### config.mk
export PLATFORM = sky130hd
export DESIGN_NAME = riscv_fetch_unit_flat
export DESIGN_NICKNAME = d
export VERILOG_FILES = /design/src/rtl/riscv_fetch_unit_if.sv /design/src/rtl/riscv_fetch_unit.sv /design/src/flat_wrapper.sv
export SDC_FILE = /design/constraint.sdc
export NUM_CORES = 1
export LEC_CHECK = 0
export ABC_AREA = 1
export BUFFER_PORTS_ARGS = -buffer_cell sky130_fd_sc_hd__buf_4
export CORE_MARGIN = 2
export CORE_UTILIZATION = 50
export CTS_CLUSTER_DIAMETER = 60
export DETAILED_ROUTE_END_ITERATION = 16
export PLACE_DENSITY_LB_ADDON = 0.2
export SYNTH_ARGS = -nofsm -noshare
export SYNTH_HDL_FRONTEND = slang
export SYNTH_SLANG_ARGS = --single-unit
### constraint.sdc
create_clock -name clk -period 6.65 [get_ports clk]
set_input_delay 0.3325 -clock clk [delete_from_list [all_inputs] [get_ports clk]]
set_output_delay 0.3325 -clock clk [all_outputs]
set_load 0.02 [all_outputs]
### src/rtl/riscv_fetch_unit_if.sv
// Fetch-stage bundle: instruction memory request/response, core redirect and
// the instruction handshake toward decode. master = fetch unit side.
interface riscv_fetch_unit_if #(
    parameter int unsigned XLEN = 32
);
    logic            imem_req_valid;
    logic            imem_req_ready;
    logic [XLEN-1:0] imem_req_addr;
    logic            imem_rsp_valid;
    logic [31:0]     imem_rsp_data;
    logic            redirect_valid;
    logic [XLEN-1:0] redirect_pc;
    logic            inst_valid;
    logic            inst_ready;
    logic [31:0]     inst_data;
    logic [XLEN-1:0] inst_pc;

    modport master (
        output imem_req_valid, imem_req_addr, inst_valid, inst_data, inst_pc,
        input  imem_req_ready, imem_rsp_valid, imem_rsp_data,
               redirect_valid, redirect_pc, inst_ready
    );

    modport slave (
        input  imem_req_valid, imem_req_addr, inst_valid, inst_data, inst_pc,
        output imem_req_ready, imem_rsp_valid, imem_rsp_data,
               redirect_valid, redirect_pc, inst_ready
    );
endinterface

### src/rtl/riscv_fetch_unit.sv
// Instruction fetch stage: sequential PC, credit-limited memory requests,
// prefetch FIFO toward the core, redirect with flush of stale responses.
module riscv_fetch_unit #(
    parameter int unsigned     XLEN     = 32,
    parameter int unsigned     DEPTH    = 4,
    parameter logic [XLEN-1:0] RESET_PC = '0
) (
    input logic                clk,
    input logic                rst_n,
    riscv_fetch_unit_if.master bus
);
    localparam int unsigned AW = $clog2(DEPTH);
    localparam int unsigned CW = AW + 1;

    typedef enum logic [1:0] {IDLE, FETCH, FLUSH} state_t;

    state_t          state;
    logic [XLEN-1:0] fetch_pc;
    logic [XLEN-1:0] rsp_pc;
    logic [CW-1:0]   outstanding;
    logic [CW-1:0]   count;
    logic [AW-1:0]   rd_ptr;
    logic [AW-1:0]   wr_ptr;
    logic [31:0]     data_mem [DEPTH];
    logic [XLEN-1:0] pc_mem   [DEPTH];

    logic            req_valid;
    logic            accept;
    logic            pop;
    logic            rsp_live;
    logic            push;
    logic [CW:0]     credit_use;
    logic [CW-1:0]   out_next;
    logic [XLEN-1:0] redir_pc;

    always_comb begin
        credit_use = {1'b0, outstanding} + {1'b0, count};
        req_valid  = (state == FETCH) && !bus.redirect_valid
                     && (credit_use < (CW+1)'(DEPTH));
        accept     = req_valid && bus.imem_req_ready;
        pop        = (count != '0) && bus.inst_ready;
        // Responses with nothing tracked in flight predate the last reset.
        rsp_live   = bus.imem_rsp_valid && (outstanding != '0);
        push       = rsp_live && (state == FETCH) && !bus.redirect_valid;
        out_next   = outstanding + CW'(accept) - CW'(rsp_live);
        redir_pc   = {bus.redirect_pc[XLEN-1:2], 2'b00};
    end

    always_ff @(posedge clk or negedge rst_n) begin
        if (!rst_n) begin
            state       <= IDLE;
            fetch_pc    <= RESET_PC;
            rsp_pc      <= RESET_PC;
            outstanding <= '0;
            count       <= '0;
            rd_ptr      <= '0;
            wr_ptr      <= '0;
            for (int unsigned i = 0; i < DEPTH; i++) begin
                data_mem[i] <= '0;
                pc_mem[i]   <= '0;
            end
        end else begin
            outstanding <= out_next;
            unique case (state)
                IDLE:    state <= FETCH;
                FETCH:   if (bus.redirect_valid && (out_next != '0)) state <= FLUSH;
                FLUSH:   if (out_next == '0) state <= FETCH;
                default: state <= IDLE;
            endcase
            if (bus.redirect_valid) begin
                fetch_pc <= redir_pc;
                rsp_pc   <= redir_pc;
                count    <= '0;
                rd_ptr   <= '0;
                wr_ptr   <= '0;
            end else begin
                if (accept) fetch_pc <= fetch_pc + XLEN'(4);
                if (push) begin
                    data_mem[wr_ptr] <= bus.imem_rsp_data;
                    pc_mem[wr_ptr]   <= rsp_pc;
                    wr_ptr           <= wr_ptr + AW'(1);
                    rsp_pc           <= rsp_pc + XLEN'(4);
                end
                if (pop) rd_ptr <= rd_ptr + AW'(1);
                count <= count + CW'(push) - CW'(pop);
            end
        end
    end

    assign bus.imem_req_valid = req_valid;
    assign bus.imem_req_addr  = fetch_pc;
    assign bus.inst_valid     = (count != '0);
    assign bus.inst_data      = data_mem[rd_ptr];
    assign bus.inst_pc        = pc_mem[rd_ptr];
endmodule

### src/flat_wrapper.sv
// flat-port wrapper written by rule: the top's interface ports become plain ports
module riscv_fetch_unit_flat 
#(
    parameter int unsigned     XLEN     = 32,
    parameter int unsigned     DEPTH    = 4,
    parameter logic [XLEN-1:0] RESET_PC = '0
)
  (clk, rst_n, bus_imem_req_valid, bus_imem_req_addr, bus_inst_valid, bus_inst_data, bus_inst_pc, bus_imem_req_ready, bus_imem_rsp_valid, bus_imem_rsp_data, bus_redirect_valid, bus_redirect_pc, bus_inst_ready);
  riscv_fetch_unit_if #(.XLEN(XLEN)) bus_i ();
  input logic clk;
  input logic rst_n;
  output wire logic [$bits(bus_i.imem_req_valid)-1:0] bus_imem_req_valid;
  output wire logic [$bits(bus_i.imem_req_addr)-1:0] bus_imem_req_addr;
  output wire logic [$bits(bus_i.inst_valid)-1:0] bus_inst_valid;
  output wire logic [$bits(bus_i.inst_data)-1:0] bus_inst_data;
  output wire logic [$bits(bus_i.inst_pc)-1:0] bus_inst_pc;
  input wire logic [$bits(bus_i.imem_req_ready)-1:0] bus_imem_req_ready;
  input wire logic [$bits(bus_i.imem_rsp_valid)-1:0] bus_imem_rsp_valid;
  input wire logic [$bits(bus_i.imem_rsp_data)-1:0] bus_imem_rsp_data;
  input wire logic [$bits(bus_i.redirect_valid)-1:0] bus_redirect_valid;
  input wire logic [$bits(bus_i.redirect_pc)-1:0] bus_redirect_pc;
  input wire logic [$bits(bus_i.inst_ready)-1:0] bus_inst_ready;
  assign bus_imem_req_valid = bus_i.imem_req_valid;
  assign bus_imem_req_addr = bus_i.imem_req_addr;
  assign bus_inst_valid = bus_i.inst_valid;
  assign bus_inst_data = bus_i.inst_data;
  assign bus_inst_pc = bus_i.inst_pc;
  assign bus_i.imem_req_ready = bus_imem_req_ready;
  assign bus_i.imem_rsp_valid = bus_imem_rsp_valid;
  assign bus_i.imem_rsp_data = bus_imem_rsp_data;
  assign bus_i.redirect_valid = bus_redirect_valid;
  assign bus_i.redirect_pc = bus_redirect_pc;
  assign bus_i.inst_ready = bus_inst_ready;
  riscv_fetch_unit #(.XLEN(XLEN), .DEPTH(DEPTH), .RESET_PC(RESET_PC)) u_core (.clk(clk), .rst_n(rst_n), .bus(bus_i));
endmodule
==> metrics.md <==
| Metric | Value |
|---|---|
| Worst slew pin tran | `1.14 ns` |
| Commonest non-fill, non-tap cell in the layout | `nand2_1` |
| Hpwl dp | `24400 um` |
| Total track usage | `24.4%` |
| FF+latch count, synth | `320` |
| Crit path kind | `flip-flop to primary output` |
| Hold depth | `3` |
| Slowest cell delay on critical path | `0.81 ns` |
| Synth-to-Final Area Change | `14.7%` |
| Buffers on Ports | `161` |
| Worst Setup SP | `u_core.rd_ptr[0]` |
| Maximum capacitance violations | `0` |
| Remaining DRCs | `0` |
| Die Ht | `180 um` |
| Crit-path cells | `clkinv_2 -> buf_4 -> o21ai_0 -> o22ai_1 -> buf_4` |
| Routed Antenna Nets | `0` |
| Fin crit share | `51.9%` |
| Final core utilization | `58.2%` |
| Worst min path class | `input pin to flip-flop` |
| Final nets | `2096` |
| Crit-path max FO | `74` |
| Crit path time final | `3.45 ns` |
| Most frequent cells in the layout | `nand2_1, dfrtp_1, o21ai_1` |
| Setup TNS Final | `0 ns` |
| Top Ports | `168` |
| DR iter-0 viols | `1043` |
| Clk root buf | `clkbuf_16` |
| Syn Inst Count | `1909` |
| Area after DPL | `16600 um^2` |
| Setup violators final | `0` |
| Synthesized area | `15500 um^2` |
| Worst reg-to-reg path cell count | `12` |
| Die width | `180 um` |
| Cell Count, Final, Fillers Out | `2430` |
| TritonRoute pass-1 iters | `5` |
| Vias per Instance | `5.44` |
| Clock Latency Late Sink | `0.52 ns` |
| Asr flop ratio synth | `100%` |
| DR vias | `13.2k` |
| Post-synth cell types | `39` |
| Core Region | `30600 um^2` |
| Cell mode on critical path | `buf_4` |
| CTS Buf Count | `36` |
| Largest net degree at the start of global routing | `150` |
| Initial Utilization | `50.7%` |
| CTS tree | `built` |
| Final Max Tran Viols | `0` |
| Global-route wire length before repair | `65800 um` |
| FF-to-FF Start | `u_core.count[2]` |
| GRT overflow | `0` |
| WL/cell | `16.2 um` |
| Slew HR | `23.8%` |
| Fillers | `2866` |
| Row count | `64` |
| CP endpoint kind | `primary output` |
| Post_cts resized | `0` |
| Reg area | `8010 um^2` |
| Prevailing post-synth register cell | `dfrtp_1` |
| Synth Area per Inst | `8.13 um^2` |
| Slowest-stage cell, CP | `clkinv_2` |
| Initial antenna violation count | `0` |
| RSZ-0062 raised after global routing | `no` |
| Ant. Diodes | `0` |
| Clk sink count | `320` |
| Startpoint class of the critical path | `flip-flop` |
| Worst path required time | `6.32 ns` |
| Layout cells sized above 1 | `12.7%` |
| Min-delay src | `bus_redirect_pc[31]` |
| Final setup margin | `3.20 ns` |
| Post-synthesis sequential area ratio | `51.6%` |
| Gpl congestion | `0.909` |
| Warnings, synthesis | `0` |
| Final hold violation count | `0` |
| Detailed Route WL | `39400 um` |
| Clock skew | `0.0218 ns` |
| Clock-pin slew on the worst setup and hold paths | `0.06 ns` |
| Hold path endpoint | `u_core.bus.imem_req_addr[31]` |
| RR Endpoint | `u_core.state[1]` |
| Post-route cell area | `17800 um^2` |
| Die footprint | `32400 um^2` |
| P_leak | `8.67 nW` |
| Peak supply drop | `200 uV` |
| Pre-CTS setup slack | `3.72 ns` |
| FMAX | `290 MHz` |
| PwrDens | `414 nW/um^2` |
| H-tree Lvls | `2` |
| Worst R2R Setup Slack | `3.80 ns` |
| Clock Path Buffers | `3` |
| Multi-input gate area | `6300 um^2` |
| # placed instances | `2369` |
| Critical Path AT | `3.12 ns` |
| Status | `complete, no violations` |
| Number of global-route vias before repair | `12.9k` |
| EDFF count, synth | `0` |
[critical path: cells and delay by family (launching register included)]
kind / cells / cell delay (ns)
buffers and inverters: 3 / 1.63
flip-flops: 1 / 0.57
AO/OA/AOI/OAI: 2 / 0.36
[area by class of cell]
class	instances	share of cell area, %
inverter	140	2.96
clock buffer	51	6.01
timing repair buffer	173	7.43
tap	396	2.79
sequential	320	45.0
clock inverter	9	0.338
multi-input combinational	1341	35.4
[synth_stat cells (22+ instances only)]
library cell  number  area [um^2]
nand2_1          492         1850
dfrtp_1          320         8010
o21ai_1          234         1170
nor2_1           205          769
o21ai_0          165          826
inv_1            135          507
nand3_1           64          320
o22ai_1           62          388
clkbuf_1          46          173
buf_6             29          327
buf_2             24          120
xor2_1            22          193
[how the worst max path moves through the flow]
stage | end | slack [ns] | depth (start not counted)
3_5_place_dp | bus_inst_pc[11] | 3.72 | 5
4_1_cts | bus_inst_pc[11] | 3.17 | 5
2_1_floorplan | u_core.state[1] | 4.15 | 13
6_report | bus_inst_pc[5] | 3.20 | 5
3_3_place_gp | bus_inst_pc[11] | 3.73 | 5
5_1_grt | bus_inst_data[9] | 2.93 | 5
[per-layer routing]
metal  wire, um  global-route usage, %
met3       2050                   2.99
met4        648                   5.87
met2      18700                   40.7
met5          0                      0
met1      18000                   34.3
[through the flow]
stage          total power, mW  hold slack (ns)
3_3_place_gp              5.43            0.320
5_1_grt                   7.85           0.0833
4_1_cts                   7.41           0.0594
2_1_floorplan             4.53           0.0369
3_5_place_dp              5.50            0.327
6_report                  7.36           0.0754
[logic make-up (layout without fill, tap and decap cells)]
kind of cell	Yosys count	count (layout)	synth area share [%]
other	1	4	0.0242
and+or+nand+nor	791	791	20.5
adders and majority gates	14	14	1.23
DFF	320	320	51.6
buffers and inverters	251	373	7.82
AOI/OAI and AO/OA	506	506	17.4
xor gates and xnor gates	26	26	1.47
[flip-flops by register name, summed over array words and instances (netlist names)]
| name | flops |
|---|---|
| u_core.rsp_pc | 30 |
| u_core.bus.imem_req_addr | 30 |
| u_core.pc_mem | 120 |
| u_core.wr_ptr | 2 |
| u_core.data_mem | 128 |
| u_core.state | 2 |
| u_core.rd_ptr | 2 |
| u_core.count | 3 |
| u_core.outstanding | 3 |
[what timing repair did]
item,4_1_cts,5_1_grt
buffers inserted,0,0
setup endpoints to repair,0,0
hold endpoints to repair,64,0
hold buffers,1,0
[report_power, final]
part | leakage (nW) | total, mW | internal, mW | switching, mW
sequential | 4.20 | 2.84 | 2.49 | 0.350
clock | 0.564 | 1.89 | 1.12 | 0.771
combinational | 3.90 | 2.63 | 0.996 | 1.63
total | 8.67 | 7.36 | 4.60 | 2.76
Note: power is estimated with default switching activity, not from simulation.
